==> src/rtl/pipeline_ex_mem_skid.sv <==
// EX/MEM pipeline register with a two-entry skid buffer: one-cycle latency,
// full throughput, and a ready_o that is decoded from registered state only.
module pipeline_ex_mem_skid #(
   parameter int DATA_W = 32,
   parameter int REG_W  = 5,
   parameter int WB_W   = 2
) (
   input  logic              clk_i,
   input  logic              rst_n_i,
   input  logic              flush_i,
   input  logic              valid_i,
   output logic              ready_o,
   input  logic [WB_W-1:0]   WB_i,
   input  logic [1:0]        M_i,
   input  logic [DATA_W-1:0] ALU_data_i,
   input  logic [DATA_W-1:0] ALUSrc_data_i,
   input  logic [REG_W-1:0]  RegDst_i,
   output logic              valid_o,
   input  logic              ready_i,
   output logic [WB_W-1:0]   WB_o,
   output logic              MemRead_o,
   output logic              MemWrite_o,
   output logic [DATA_W-1:0] addr_o,
   output logic [DATA_W-1:0] write_data_o,
   output logic [REG_W-1:0]  RegDst_o,
   output logic              fwd_valid_o,
   output logic [REG_W-1:0]  fwd_reg_o,
   output logic [DATA_W-1:0] fwd_data_o
);

   typedef enum logic [1:0] {
      EMPTY = 2'd0,
      ONE   = 2'd1,
      TWO   = 2'd2
   } state_t;

   typedef struct packed {
      logic [WB_W-1:0]   wb;
      logic [1:0]        m;
      logic [DATA_W-1:0] alu;
      logic [DATA_W-1:0] store;
      logic [REG_W-1:0]  rd;
   } entry_t;

   state_t state, state_nxt;
   entry_t main_q, skid_q, in_entry;
   logic   accept, drain;
   logic   load_main, load_skid, skid_to_main;

   assign in_entry = '{wb: WB_i, m: M_i, alu: ALU_data_i, store: ALUSrc_data_i, rd: RegDst_i};

   assign ready_o = (state != TWO);
   assign valid_o = (state != EMPTY);
   assign accept  = valid_i & ready_o;
   assign drain   = valid_o & ready_i;

   always_ff @(posedge clk_i or negedge rst_n_i) begin
      if (!rst_n_i) begin
         state <= EMPTY;
      end else begin
         state <= state_nxt;
      end
   end

   // NOTE: every signal driven here gets a default first, so no path leaves one unassigned (no latch).
   always_comb begin
      state_nxt    = state;
      load_main    = 1'b0;
      load_skid    = 1'b0;
      skid_to_main = 1'b0;
      if (flush_i) begin
         state_nxt = EMPTY;
      end else begin
         case (state)
            EMPTY: begin
               if (accept) begin
                  load_main = 1'b1;
                  state_nxt = ONE;
               end
            end
            ONE: begin
               if (accept && drain) begin
                  load_main = 1'b1;
               end else if (accept) begin
                  load_skid = 1'b1;
                  state_nxt = TWO;
               end else if (drain) begin
                  state_nxt = EMPTY;
               end
            end
            TWO: begin
               if (drain) begin
                  skid_to_main = 1'b1;
                  state_nxt    = ONE;
               end
            end
            default: state_nxt = EMPTY;
         endcase
      end
   end

   // NOTE: the entry registers are reset too, so outputs read as zero while held in reset.
   always_ff @(posedge clk_i or negedge rst_n_i) begin
      if (!rst_n_i) begin
         main_q <= '0;
         skid_q <= '0;
      end else begin
         if (load_main) begin
            main_q <= in_entry;
         end else if (skid_to_main) begin
            main_q <= skid_q;
         end
         if (load_skid) begin
            skid_q <= in_entry;
         end
      end
   end

   // Control strobes are masked when empty; datapath fields keep their last value.
   assign WB_o         = valid_o ? main_q.wb : '0;
   assign MemRead_o    = valid_o & main_q.m[1];
   assign MemWrite_o   = valid_o & main_q.m[0];
   assign addr_o       = main_q.alu;
   assign write_data_o = main_q.store;
   assign RegDst_o     = main_q.rd;

   assign fwd_valid_o  = valid_o & (|WB_o);
   assign fwd_reg_o    = main_q.rd;
   assign fwd_data_o   = main_q.alu;

endmodule

==> config.mk <==
export PLATFORM = sky130hd
export DESIGN_NAME = pipeline_ex_mem_skid
export DESIGN_NICKNAME = d
export VERILOG_FILES = /design/src/rtl/pipeline_ex_mem_skid.sv
export SDC_FILE = /design/constraint.sdc
export NUM_CORES = 1
export LEC_CHECK = 0
export BUFFER_PORTS_ARGS = -buffer_cell sky130_fd_sc_hd__buf_2
export CORE_UTILIZATION = 39
export CTS_CLUSTER_SIZE = 12
export DETAILED_ROUTE_END_ITERATION = 6
export RECOVER_POWER = 50
export SKIP_CTS_REPAIR_TIMING = 1
export SLEW_MARGIN = 40
export SYNTH_ARGS = -nofsm -noshare
export SYNTH_HDL_FRONTEND = slang
export SYNTH_SLANG_ARGS = --single-unit
==> constraint.sdc <==
create_clock -name clk_i -period 2.04 [get_ports clk_i]
set_input_delay 0.204 -clock clk_i [delete_from_list [all_inputs] [get_ports clk_i]]
set_output_delay 0.204 -clock clk_i [all_outputs]
set_load 0.02 [all_outputs]
======== Word-level counts from Yosys, hierarchy flattened ========
Cells that the tools add are included.
cells by class
  eq/ne operators ......................... 7
  mux-type cells .......................... 20
  bitwise operators ....................... 5
  reduce and logical (&&, ||, !) cells .... 6
operators by type and width
  cell                  number
  $mux W73              2
  $mux W2               7
  $mux W1               9
  $ne A3 B3 Y1 const B  3
  $pmux W2 S3           1
  $and A1 B1 Y1         5
  $ne A4 B4 Y1 const B  1
  $reduce_and A4 Y1     1
  $reduce_bool A2 Y1    2
  $eq A2 B1 Y1 const B  1
  $eq A2 B2 Y1 const B  1
  $logic_not A2 Y1      1
  $ne A2 B2 Y1 const B  1
  $pmux W1 S2           1
  $reduce_or A2 Y1      1
  $logic_and A1 B1 Y1   1
storage, ports and cells
  flip-flop bits (word level) ............. 148
  output and inout bits ................... 113
  word-level logic and storage cells ...... 49

======== Depth between registers and ports, before layout ========
  word-level depth ........................ 7
  depth in mapped cells ................... 6

======== Worst setup path after synthesis ========
No wires, ideal clock.
  path type ............................... reg2reg
  from .................................... register state[1]
  to ...................................... register main_q (netlist bit RegDst_o[0])
  setup time .............................. 0.125 ns
  data arrival time ....................... 1.550 ns
  slack ................................... 0.365 ns
  cell stages (with the launch flop) ...... 7
  buffers on the path ..................... 2
  clock period less this slack ............ 1.675 ns
  cell sequence ........................... dfrtp_1 -> mux2i_1 -> nor2_1 -> o21bai_1 -> clkbuf_1 -> buf_2 -> mux2_2
between the ends
  cells in the longest elaborated chain, start to end .. 7
ends and longest elaborated chain
  item                                                       RTL line  text
  start, declared                                            45        state_t state, state_nxt;
  start signal, assigned                                     61        state <= state_nxt;
  $ne A2 B2 Y1 / $reduce_bool A2 Y1 (equally long branches)  52, 53
  $and A1 B1 Y1, on equally long branches                    54, 55
  $logic_and A1 B1 Y1                                        82        if (accept && drain) begin
  $mux W1                                                    82
  $pmux W1 S2                                                74        case (state)
  $mux W1                                                    71        if (flush_i) begin
  $mux W73 / $reduce_bool A2 Y1 (equally long branches)      -
  end signal, assigned                                       109       main_q <= in_entry;
  end signal, assigned                                       111       main_q <= skid_q;
  end, declared                                              46        entry_t main_q, skid_q, in_entry;
Several ways; a longest one is shown, not always the timed one.
A chain may end at the register's enable or synchronous reset.

======== Worst setup path after layout ========
  from .................................... register state[1]
  to ...................................... register main_q (netlist bit RegDst_o[1])
Same word-level chain as after synthesis.

==> results.toml <==
[yosys]
synthTopCellsByArea = "sky130_fd_sc_hd__dfrtp_1 (51%), sky130_fd_sc_hd__mux2_2 (33%), sky130_fd_sc_hd__buf_4 (11%)"
portion_of_the_post_synthesis_area_used_by_sequential_elements_pct = 51.08
top_post_synthesis_cells_by_count = "sky130_fd_sc_hd__mux2_2 (215), sky130_fd_sc_hd__dfrtp_1 (148), sky130_fd_sc_hd__buf_4 (107), sky130_fd_sc_hd__buf_2 (14), sky130_fd_sc_hd__nor2_1 (7)"
synth_top_flop_cell = "sky130_fd_sc_hd__dfrtp_1"
synth-edff-count = 0
synthDistinctLibCells = 20
synth.ff_latch_count = 148
most_used_standard_cell_by_instance_count_after_synthesis = "sky130_fd_sc_hd__mux2_2"
synth-async-reset-ratio_pct = 100.0
synthesis.area_mm2 = 0.007251
post_synth.cell_area_avg_um2 = 13.84
yosys_warnings = 0
postSynthNetCount = 602
synth_largest_type_area_fraction_pct = 51.08
yosys.area.top_type = "sky130_fd_sc_hd__dfrtp_1"
gate_count_after_technology_mapping = 524

[detailed_routing]
detail_route.drc_violations = 24
drt_first_pass_iters = 6
route.vias.total = 4127
detail_route.vias_per_cell = 4.844
first_iter_violations = 137
ant_nets = 0
wl_per_cell_um = 16.50
detailed_route_wl_mm = 14.06

[place]
detailed_place_hpwl_mm = 9.461
dpl_cell_area_mm2 = 0.007751
io_buffers = 190
globalplace.congestion = 0.6986

[floorplanning]
core_mm2 = 0.01809
initial_cell_density_of_the_core_pct = 40.09
dieArea_mm2 = 0.01914
die_x_um = 138.4
top_level_ports = 191
placement_rows = 49
die_y_um = 138.4

[sta]
final_hold_viol_count = 0
totalNegativeSetupSlack_ns = 0
timing.slew.headroom_pct = 24.79
timing.final.max_slew_violations = 0
max_clock_freq_ghz = 0.5690
worst_hold_slack_ns = 0.02697
clock_skews_ns = 0.005526
setup-violations-final = 0
final_period_minus_worst_setup_slack_ns = 1.757
min_period_over_period_pct = 86.14
rsz0062_at_grt = "no"
timing_worst_slew_pin_value_ns = 1.128

[finish]
post-route-cell-area_mm2 = 0.008190
layout-drive-gt1-share_pct = 61.96
finish.net_count = 692
area_growth_syn_to_layout_pct = 12.96
fin_util_pct = 45.29
num_antenna_cells = 0

[cts]
clk_pin_slew_worst_paths_ns = 0.06
cts.sinks = 148
clock_latency_ns = 0.41
htree_levels = 4
cts_tree = "built"
cts_buffers = 17
cts_root_buf = "sky130_fd_sc_hd__clkbuf_16"
max-clock-path-buffers = 2

[worst_setup_path]
worstSetupPathType = "reg2reg"
endpoint_kind = "register"
critPathMaxFanout = 22
cp_data_required_time_ns = 2.33
worst_ep_arrival_time_ns = 2.05
setup.worst_path.start_class = "register"

[grt]
grt_max_degree = 83
antenna_found_initial = 1
wire_length_of_the_first_global_routing_pass_mm = 23.03
globalRouteTotalUtil_pct = 15.47
globalRoute.totalOverflow = 0
vias_in_the_first_global_route = 4524

[pwr]
ir_worst_vdd_mv = 0.6110
power_leakage_nw = 3.819
power_density_over_the_cells_mw_per_mm2 = 1328

[status]
outcome = "complete, but fails checks"
failing_checks = "DRC"

[run]
max_cap_viols = 0

[min_path]
hold_path_class = "in2reg"
==> cell type report <==
class / instances / area (um2)
clock buffers: 23 / 447.9
clock inverters: 5 / 81.33
fillers: 1666 / 9896
inverters: 2 / 7.507
multi-input cells: 244 / 2621
flip-flops and latches: 148 / 3704
well taps: 229 / 286.5
repair buffers: 201 / 1042
==> sequential cells by signal, indices dropped and copies added, names as in the netlist <==
name and flops:
RegDst_o 5, addr_o 32, main_q 4, skid_q 73, state 2, write_data_o 32
==> power breakdown <==
| group | switching (mW) | total (mW) | internal (mW) |
|---|---|---|---|
| combinational | 1.93 | 3.51 | 1.57 |
| sequential | 0.541 | 4.46 | 3.92 |
| clock | 1.14 | 2.91 | 1.77 |
| total | 3.61 | 10.9 | 7.27 |
==> kinds of logic (layout without fill, tap and decap cells) <==
logic type	Yosys count	count (layout)	share of synthesized area, %
AOI/OAI and AO/OA	6	6	0.4831
buffers and inverters	132	231	13.13
and+or+nand+nor	20	20	1.501
muxes	218	218	33.80
DFF	148	148	51.08
==> metrics by stage <==
step | total power [mW] | setup WS, ns | instances
CTS | 11.17 | 0.2607 | 851
detailed placement | 8.190 | 0.2793 | 823
global route | 11.49 | 0.2027 | 852
global placement | 8.018 | 0.3176 | 823
floorplan | 7.990 | 0.3651 | 524
finish | 10.88 | 0.2827 | 852
==> cells in the final DEF (no fill, tap or decap), types with 3 or more instances in the layout <==
cell                        Yosys  routed
sky130_fd_sc_hd__nor2b_1        4       4
sky130_fd_sc_hd__nor2_1         7       7
sky130_fd_sc_hd__a21oi_1        3       3
sky130_fd_sc_hd__buf_2         14     135
sky130_fd_sc_hd__clkbuf_16      0      17
sky130_fd_sc_hd__mux2i_1        3       3
sky130_fd_sc_hd__dfrtp_1      148     148
sky130_fd_sc_hd__buf_12         0       6
sky130_fd_sc_hd__clkbuf_1       4      61
sky130_fd_sc_hd__mux2_2       215     215
==> final timing paths <==
path	start	to	slack [ns]	cells after the start
worst max-delay path	state[1]$_DFFE_PN0P_	RegDst_o[1]$_DFFE_PN0P_	0.28	5
worst min-delay path	ready_i	state[1]$_DFFE_PN0P_	0.03	2
worst max register to register	state[1]$_DFFE_PN0P_	RegDst_o[1]$_DFFE_PN0P_	0.28	5
worst min register to register	skid_q[20]$_DFFE_PN0P_	skid_q[20]$_DFFE_PN0P_	0.50	1
max in group asynchronous	rst_n_i	skid_q[5]$_DFFE_PN0P_	0.61	3
min in group asynchronous	rst_n_i	skid_q[43]$_DFFE_PN0P_	0.60	3
==> metal layers <==
| metal | GRT usage, % | up-vias | wire [um] |
|---|---|---|---|
| met5 | 0 | - | 13 |
| met4 | 5.914 | 2 | 176 |
| met3 | 4.468 | 15 | 810 |
| met2 | 28.13 | 107 | 7599 |
| met1 | 16.99 | 2115 | 5457 |
| li1 | - | 1888 | - |
==> worst max-delay path, stage by stage, from the launching register on <==
cell and delay [ns]:
sky130_fd_sc_hd__dfrtp_1 0.44, sky130_fd_sc_hd__nor3b_2 0.31, sky130_fd_sc_hd__nand2_4 0.15, sky130_fd_sc_hd__buf_12 0.19, sky130_fd_sc_hd__mux2_2 0.28, sky130_fd_sc_hd__mux2_2 0.27
Note: power is estimated with default switching activity, not from simulation.
